$ cat config.mk
export PLATFORM = sky130hd
export DESIGN_NAME = vec_mag_seq
export DESIGN_NICKNAME = d
export VERILOG_FILES = /design/src/rtl/vec_mag_pkg.sv /design/src/rtl/isqrt_seq.sv /design/src/rtl/vec_mag_seq.sv
export SDC_FILE = /design/constraint.sdc
export NUM_CORES = 1
export LEC_CHECK = 0
export ABC_AREA = 1
export BUFFER_PORTS_ARGS = -buffer_cell sky130_fd_sc_hd__buf_2
export CORE_ASPECT_RATIO = 1.2
export CORE_UTILIZATION = 66
export CTS_BUF_LIST = sky130_fd_sc_hd__clkbuf_4 sky130_fd_sc_hd__clkbuf_8
export CTS_CLUSTER_SIZE = 25
export DETAILED_ROUTE_END_ITERATION = 8
export PLACE_DENSITY = 0.95
export REMOVE_ABC_BUFFERS = 1
export SLEW_MARGIN = 20
export SYNTH_ARGS = -nofsm -noshare
export SYNTH_HDL_FRONTEND = slang
export SYNTH_SLANG_ARGS = --single-unit
export TNS_END_PERCENT = 50
$ cat constraint.sdc
create_clock -name clk -period 8.4 [get_ports clk]
set_input_delay 0.42 -clock clk [delete_from_list [all_inputs] [get_ports clk]]
set_output_delay 0.42 -clock clk [all_outputs]
set_load 0.005 [all_outputs]
$ cat src/rtl/vec_mag_pkg.sv
// Shared definitions for the Euclidean magnitude unit: FSM states and
// width/cycle helpers derived from the operand width.
package vec_mag_pkg;

    typedef enum logic [1:0] {
        IDLE,
        SQR,
        SQRT,
        DONE
    } state_t;

    function automatic int sq_w(input int w);
        return 2 * w + 1;
    endfunction

    function automatic int mag_w(input int w);
        return w + 1;
    endfunction

    function automatic int rem_w(input int w);
        return w + 2;
    endfunction

    function automatic int sqr_cyc(input int w);
        return w;
    endfunction

    function automatic int sqrt_cyc(input int w);
        return w + 1;
    endfunction

endpackage

$ cat src/rtl/isqrt_seq.sv
// Sequential digit-by-digit integer square root: one root bit per cycle,
// MSB first; the load cycle already performs the first digit step.
module isqrt_seq #(
    parameter int NW = 17,
    parameter int RW = (NW + 1) / 2
) (
    input  logic          clk,
    input  logic          rst,
    input  logic          load,
    input  logic [NW-1:0] n,
    output logic          done,
    output logic [RW-1:0] root,
    output logic [RW:0]   rem
);

    localparam int PW  = 2 * RW;
    localparam int RMW = RW + 1;
    localparam int CW  = $clog2(RW + 1);

    logic [PW-1:0]  n_q, n_src, n_nx;
    logic [RW-1:0]  root_q, root_src, root_nx;
    logic [RW:0]    rem_q, rem_src, rem_nx;
    logic [RW+2:0]  trial_rem, trial_sub;
    logic [CW-1:0]  cnt_q;
    logic           run_q, done_q;

    // A load starts from an empty root/remainder so the first step can share the datapath.
    always_comb begin
        n_src     = load ? PW'(n) : n_q;
        root_src  = load ? '0 : root_q;
        rem_src   = load ? '0 : rem_q;
        trial_rem = {rem_src, n_src[PW-1 -: 2]};
        trial_sub = {1'b0, root_src, 2'b01};
        n_nx      = n_src << 2;
        if (trial_rem >= trial_sub) begin
            rem_nx  = RMW'(trial_rem - trial_sub);
            root_nx = {root_src[RW-2:0], 1'b1};
        end else begin
            rem_nx  = RMW'(trial_rem);
            root_nx = {root_src[RW-2:0], 1'b0};
        end
    end

    always_ff @(posedge clk) begin
        if (rst) begin
            n_q    <= '0;
            root_q <= '0;
            rem_q  <= '0;
            cnt_q  <= '0;
            run_q  <= 1'b0;
            done_q <= 1'b0;
        end else begin
            done_q <= 1'b0;
            if (load) begin
                n_q    <= n_nx;
                root_q <= root_nx;
                rem_q  <= rem_nx;
                cnt_q  <= CW'(1);
                run_q  <= 1'b1;
            end else if (run_q) begin
                n_q    <= n_nx;
                root_q <= root_nx;
                rem_q  <= rem_nx;
                cnt_q  <= cnt_q + 1'b1;
                if (cnt_q == CW'(RW - 1)) begin
                    run_q  <= 1'b0;
                    done_q <= 1'b1;
                end
            end
        end
    end

    assign done = done_q;
    assign root = root_q;
    assign rem  = rem_q;

endmodule

$ cat src/rtl/vec_mag_seq.sv
// Multi-cycle sqrt(x^2 + y^2): shift-add squaring of both operands in
// parallel, then a sequential integer square root, behind start/busy/done.
module vec_mag_seq
    import vec_mag_pkg::*;
#(
    parameter int W     = 8,
    parameter int ROUND = 0
) (
    input  logic                  clk,
    input  logic                  rst,
    input  logic                  start,
    input  logic [W-1:0]          x,
    input  logic [W-1:0]          y,
    output logic                  busy,
    output logic                  done,
    output logic [mag_w(W)-1:0]   mag,
    output logic [sq_w(W)-1:0]    sumsq,
    output logic [rem_w(W)-1:0]   rem
);

    localparam int SQW  = sq_w(W);
    localparam int MAGW = mag_w(W);
    localparam int REMW = rem_w(W);
    localparam int CW   = $clog2(sqr_cyc(W) + 1);
    localparam logic [CW-1:0] SQR_LAST = CW'(sqr_cyc(W) - 1);

    state_t          state_q, state_d;
    logic [CW-1:0]   cnt_q;
    logic [W-1:0]    xb_q, yb_q;
    logic [2*W-1:0]  xa_q, ya_q, x2_q, y2_q;
    logic            ld_q;
    logic [SQW-1:0]  n_sum;
    logic [MAGW-1:0] root, mag_d;
    logic [REMW-1:0] root_rem;
    logic            sq_done;

    assign n_sum = SQW'(x2_q) + SQW'(y2_q);
    assign mag_d = (ROUND != 0 && root_rem > REMW'(root)) ? root + 1'b1 : root;

    isqrt_seq #(.NW(SQW)) u_isqrt (
        .clk  (clk),
        .rst  (rst),
        .load (ld_q),
        .n    (n_sum),
        .done (sq_done),
        .root (root),
        .rem  (root_rem)
    );

    always_ff @(posedge clk) begin
        if (rst) state_q <= IDLE;
        else     state_q <= state_d;
    end

    // NOTE: every output of this block gets a default first so no latch is inferred.
    always_comb begin
        state_d = state_q;
        busy    = (state_q != IDLE);
        done    = 1'b0;
        unique case (state_q)
            IDLE: if (start) state_d = SQR;
            SQR:  if (cnt_q == SQR_LAST) state_d = SQRT;
            SQRT: if (sq_done) state_d = DONE;
            DONE: begin
                done    = 1'b1;
                state_d = IDLE;
            end
            default: state_d = IDLE;
        endcase
    end

    // NOTE: the datapath is cleared on reset so an aborted operation leaves no stale results.
    always_ff @(posedge clk) begin
        if (rst) begin
            cnt_q <= '0;
            xb_q  <= '0;
            yb_q  <= '0;
            xa_q  <= '0;
            ya_q  <= '0;
            x2_q  <= '0;
            y2_q  <= '0;
            ld_q  <= 1'b0;
            mag   <= '0;
            sumsq <= '0;
            rem   <= '0;
        end else begin
            ld_q <= 1'b0;
            unique case (state_q)
                IDLE: if (start) begin
                    xb_q  <= x;
                    yb_q  <= y;
                    xa_q  <= (2*W)'(x);
                    ya_q  <= (2*W)'(y);
                    x2_q  <= '0;
                    y2_q  <= '0;
                    cnt_q <= '0;
                end
                SQR: begin
                    // One multiplier bit per cycle, LSB first, against a left-shifting multiplicand.
                    if (xb_q[0]) x2_q <= x2_q + xa_q;
                    if (yb_q[0]) y2_q <= y2_q + ya_q;
                    xa_q  <= xa_q << 1;
                    ya_q  <= ya_q << 1;
                    xb_q  <= xb_q >> 1;
                    yb_q  <= yb_q >> 1;
                    cnt_q <= cnt_q + 1'b1;
                    ld_q  <= (cnt_q == SQR_LAST);
                end
                SQRT: if (sq_done) begin
                    mag   <= mag_d;
                    sumsq <= n_sum;
                    rem   <= root_rem;
                end
                default: ;
            endcase
        end
    end

endmodule

# --- After elaboration in Yosys (flattened, before gate mapping) ---
# Cells that the tools add are included.
word_totals:
  output_inout_bits: 38
  regBits: 164
  word_cells: 87
  input_bits: 19
op_classes:
  add_sub_neg: 6
  n_reduce_logical: 12
  bitwise: 2
  eq_ne: 10
  n_lt_le_gt_ge: 1
  mux: 37
ops:
  columns: ["cell", "n"]
  rows:
  - ["16-bit one-hot mux with 2 select lines", 4]
  - ["16-bit two-way mux", 5]
  - ["18-bit two-way mux", 3]
  - ["10-bit two-way mux", 4]
  - ["16-bit adder", 2]
  - ["8-bit one-hot mux with 2 select lines", 2]
  - ["9-bit two-way mux", 3]
  - ["16-bit by 16-bit adder with 17-bit output", 1]
  - ["8-bit two-way mux", 2]
  - ["12-bit by 11-bit >= comparator with 1-bit output", 1]
  - ["10-bit subtractor", 1]
  - ["3-bit AND reduction", 3]
  - ["4-bit by 1-bit adder with 4-bit output, second input constant", 2]
  - ["1-bit two-way mux", 8]
  - ["2-bit != test, second input constant", 4]
  - ["2-bit one-hot mux with 4 select lines", 1]
  - ["4-bit one-hot mux with 2 select lines", 1]
  - ["2-bit two-way mux", 3]
  - ["2-bit nonzero test", 3]
  - ["2-bit equality test, second input constant", 2]
  - ["4-bit by 3-bit equality test with 1-bit output, second input constant", 1]
  - ["4-bit equality test, second input constant", 1]
  - ["4-bit two-way mux", 1]
  - ["2-bit AND reduction", 2]
  - ["other kinds (6)", 8]

# --- Longest topological paths before layout ---
logic_depth:
  word_depth: 6
  ltp_mapped: 21
  ltp_nobuf: 20

# --- Cells and area by module ---
# Synthesis repeated with hierarchy kept, for this count alone.
hier_totals:
  cells_unflattened: 1491
  hier_area_um2: 9675.5
by_module_without_submodules:
  columns: ["module", "seq_area_each_um2", "n_inst", "area_per_inst_um2", "cells_each"]
  rows:
  - ["vec_mag_seq", 2462.4, 1, 7206.9, 1110]
  - ["isqrt_seq", 820.8, 1, 2468.6, 381]

# --- Worst setup path after synthesis ---
# Ideal clock, no wire load.
synth_timing:
  kind: "reg-to-reg"
  startpoint: "register x2_q[0]"
  endpoint: "register u_isqrt.rem_q[2], in the netlist u_isqrt.rem[2]"
  synth_period_minus_slack_ns: 2.812
  path_buffers: 1
  required_ns: 8.284
  t_arrival_ns: 2.696
  setup_ns: 0.116
  path_slack_ns: 5.588
  stages_incl_launch_ff: 22
  path_cell_list: "dfxtp_1 -> ha_1 -> inv_1 -> fa_1 -> inv_1 -> nand2_1 -> nand2_1 -> nand3_1 -> nand2_1 -> nand2_1 -> nand3_2 -> nand2_2 -> ha_1 -> o21ai_1 -> nand3_1 -> nand3_2 -> inv_2 -> buf_6 -> a21oi_1 -> o21ai_1 -> o211ai_1 -> inv_1"
synth_via:
  elab_chain_cells: 6
  elab_cells_between_ends: 7
  cone_classes: "add/sub (2); order compare (1); mux (4)"
synth_rtl:
  columns: ["item", "line", "rtl"]
  rows:
  - ["from (decl)", "vec_mag_seq.sv:30", "logic [2*W-1:0] xa_q, ya_q, x2_q, y2_q;"]
  - ["from (signal assigned)", "vec_mag_seq.sv:100", "if (xb_q[0]) x2_q <= x2_q + xa_q;"]
  - ["16-bit by 16-bit adder with 17-bit output *", "vec_mag_seq.sv:37", "assign n_sum = SQW'(x2_q) + SQW'(y2_q);"]
  - ["18-bit two-way mux *", "isqrt_seq.sv:29", "n_src = load ? PW'(n) : n_q;"]
  - ["10-bit subtractor or 12-bit by 11-bit >= comparator with 1-bit output (tied branches)", "isqrt_seq.sv:36, isqrt_seq.sv:35", null]
  - ["10-bit two-way mux *", "isqrt_seq.sv:35", "if (trial_rem >= trial_sub) begin"]
  - ["10-bit two-way mux", "isqrt_seq.sv:60", "end else if (run_q) begin"]
  - ["10-bit two-way mux *", "isqrt_seq.sv:54", "if (load) begin"]
  - ["to (signal assigned)", "isqrt_seq.sv:57", "rem_q <= rem_nx;"]
  - ["to (signal assigned)", "isqrt_seq.sv:63", "rem_q <= rem_nx;"]
  - ["to (decl)", "isqrt_seq.sv:22", "logic [RW:0] rem_q, rem_src, rem_nx;"]
# Every way passes the cells marked *; elsewhere a longest branch is shown, timed or not. The select of a mux whose other input is x is not followed.
# A chain may end at the register's enable or synchronous reset.

# --- Worst setup path after layout ---
layout_timing:
  startpoint: "register state_q[1]"
  endpoint: "register x2_q[15]"
layout_via:
  elab_chain_cells: 3
  elab_cells_between_ends: 7
  cone_classes: "eq/ne (3); mux (1); reduce/logical (3)"
layout_rtl:
  columns: ["item", "line", "rtl"]
  rows:
  - ["from (decl)", "vec_mag_seq.sv:27", "state_t state_q, state_d;"]
  - ["from (signal assigned)", "vec_mag_seq.sv:52", "else state_q <= state_d;"]
  - ["2-bit by 1-bit equality test with 1-bit output or 2-bit logical NOT (tied branches)", "vec_mag_seq.sv:88", "unique case (state_q)"]
  - ["2-bit != test (no source line) or 2-bit nonzero test (tied branches)", null, null]
  - ["3-bit AND reduction (no source line)", null, null]
# Parallel ways exist; a longest one is shown, timed or not.

==> results.toml <==
[drt]
route.final.wire_length_um = 22270
met3WireLength_um = 1173
wirelength_met1_um = 8978
routedWlPerCell_um = 15.29
drc = 0
drt-pass1-iter-count = 7
antenna_left = 0
top_layer_used = "met4"
wl_met2_um = 10850
dr_total_vias = 8584
drt_first_iter_violations = 645
vias_per_cell = 5.896

[clock_network]
ctsResizeCount = 0
clock_latency_ns = 0.48
cts.hold.buffers_added = 0
post-cts-setup-buffer-count = 0
cts-htree-levels = 4
cts_buffers = 17
ctsLongestPathBuffers = 2
clock-root-buffer = "sky130_fd_sc_hd__clkbuf_8"
cts.sink_count = 164
clk_pin_slew_worst_paths_ns = 0.10
cts_tree = "yes"

[floorplan]
io_pins = 57
dieHeight_um = 129.0
design.core.area_um2 = 13180
fp.dieArea_um2 = 13900
start_util = 0.6728
num_rows = 46
die_x_um = 107.8

[yosys]
synthesis.instances = 1248
library_cell_occupying_the_most_area_in_the_post_synthesis_netlist = "sky130_fd_sc_hd__dfxtp_1"
syn-mean-instance-area_um2 = 7.105
synth_area_um2 = 8867
async_flop_share = 0
synth_area_leaders = "sky130_fd_sc_hd__dfxtp_1 37%, sky130_fd_sc_hd__nand2_1 13%, sky130_fd_sc_hd__ha_1 9.2%"
yosysSeqAreaShare = 0.3703
edff_count_synth = 0
yosys_warnings = 0
yosys.area.top_type_share = 0.3703
synth_cell_types = 44
synth-main-ff-cell = "sky130_fd_sc_hd__dfxtp_1"
synth-seq-cells = 164

[place]
detailed_place.area_um2 = 9181
placement.setup.worst_slack_ns = 4.824
place_hpwl_um = 15750
globalplace.congestion = 0.9592
portBuffers = 56

[final_layout]
num_antenna_cells = 0
syn_to_final_growth_pct = 7.916
final_nets = 1362
final_design_area_no_fill_um2 = 9569
drive_above_1_share = 0.09394

[timing]
period_minus_slack_ns = 3.738
rsz0062_at_grt = "no"
fmax_mhz = 267.5
max_slew.worst_pin.slew_ns = 0.9356
timing_max_transition_violations_final = 0
final_hold_vio_count = 0
timing.setup.tns_ns = 0
timing.clock.skew_ns = 0.01260
final.setup.worst_slack_ns = 4.662
fin_crit_sh = 0.4450
setup_viol_count_final = 0
maxSlewHeadroom = 0.3755

[global_route]
grt_util_all_layers = 0.3365
pin_count_of_the_biggest_net_entering_global_routing = 75
number_of_global_route_vias_before_repair = 8052
global_route.overflow_total = 0
global_route_wire_length_before_repair_um = 36580
grt_antenna_before_repair = 0

[power]
pleak_uw = 0.004372
ir_drop_v = 0.0001985
power.density_cell_area_nw_per_um2 = 193.2

[hold_path]
timing.hold.worst_path_depth = 3
tightest_hold_check_type = "input port to flop"

[critical_path]
timing.critical_path.from_type = "flop"
cells_along_the_critical_path = "inv_1, ha_1, buf_4, inv_1, nor2_2, inv_2, nand2_4, inv_2, a21oi_2, inv_2, nand2_1, a21oi_1"
critical_path_required_ns = 8.74
worst_setup_path_end_kind = "flop"
r2r_cells = 12
worst_path_most_repeated_cell = "sky130_fd_sc_hd__inv_2"
timing.critical_path.fanout_max = 55
worst_path_slowest_cell = "sky130_fd_sc_hd__nor2_2"
path_class = "flop to flop"
worst_path_largest_cell_delay_ns = 0.75
data_arrival_time_at_the_worst_slack_endpoint_ns = 4.08

[run_status]
status = "completed"

[job]
max_cap_viol_count = 0
==> worst max-delay path: cells and delay by family (launching register included) <==
family                     cells  cell delay (ns)
buffers and inverters          6             1.43
and+or+nand+nor                3             1.27
AOI/OAI and AO/OA              2             0.35
DFF                            1             0.35
adders and majority gates      1             0.17
==> logic make-up (layout without fill, tap and decap cells) <==
kind of cell	after synthesis	after routing	share of synthesized area
buf+inv	168	208	0.07239
fa+ha+maj	68	68	0.09849
flops	164	164	0.3703
compound gates	338	338	0.2112
simple gates	490	490	0.2279
xor+xnor	20	20	0.01975
==> registers in the layout, summed over array words and instances (netlist names) <==
name and cells:
cnt_q 4, ld_q 1, mag 9, rem 10, state_q 2, sumsq 17, u_isqrt.cnt_q 4, u_isqrt.done 1
u_isqrt.n_q 16, u_isqrt.rem 10, u_isqrt.root 9, u_isqrt.run_q 1, x2_q 16, xa_q 16, xb_q 8, y2_q 16
ya_q 16, yb_q 8
==> stage by stage <==
stage               total power [uW]  hold slack (ns)  cells    util
floorplan                       1174           0.4349   1196       -
global placement                1271           0.4505   1424  0.6966
detailed placement              1288           0.4578   1424  0.6966
CTS                             1841           0.2245   1456  0.7259
global route                    1933           0.2429   1456  0.7260
finish                          1849           0.2299   1456  0.7260
==> placed cells by master, fill, tap and decap left out, types with 11 or more instances in the layout <==
cell,count
sky130_fd_sc_hd__ha_1,65
sky130_fd_sc_hd__nand2_1,304
sky130_fd_sc_hd__buf_2,56
sky130_fd_sc_hd__o21ai_0,90
sky130_fd_sc_hd__a31oi_1,40
sky130_fd_sc_hd__a21oi_1,147
sky130_fd_sc_hd__clkbuf_8,19
sky130_fd_sc_hd__nor3_1,14
sky130_fd_sc_hd__inv_1,107
sky130_fd_sc_hd__nor2_1,98
sky130_fd_sc_hd__xor2_1,14
sky130_fd_sc_hd__nand3_1,44
sky130_fd_sc_hd__dfxtp_1,164
sky130_fd_sc_hd__a211oi_1,11
==> synth_stat cells (all sizes together) (10+ instances only) <==
cell / n
a211oi: 11
a31oi: 40
o21ai: 102
or2: 10
nor2: 101
nand2: 307
nand3: 46
inv: 115
clkbuf: 46
xor2: 14
a21oi: 149
nor3: 15
ha: 65
dfxtp: 164
==> report_power, final <==
part	switching (uW)	internal, uW
logic	266	108
registers	62.7	849
clock network	310	253
==> per-layer routing <==
metal  GRT usage  vias to the layer above
met5           0                        -
met4      0.2272                        0
met3     0.06231                       99
met2      0.5830                      302
met1      0.3737                     3943
li1            -                     4240
==> area by class of cell <==
class / instances / area (um2)
well taps: 168 / 210.2
repair buffers: 60 / 310.3
multi-input cells: 916 / 4942
inverters: 116 / 436.7
flip-flops and latches: 164 / 3283
clock buffers: 19 / 261.5
clock inverters: 13 / 125.1
fillers: 1015 / 3611
==> final timing paths <==
kind | slack, ns | start | endpoint
min | 0.23 | y[4] | yb_q[4]
max | 4.66 | state_q[1] | x2_q[15]
max reg2reg | 4.66 | state_q[1] | x2_q[15]
min reg2reg | 0.47 | u_isqrt.n_q[2] | u_isqrt.n_q[2]
No activity file was read; power rests on OpenSTA's default activity.
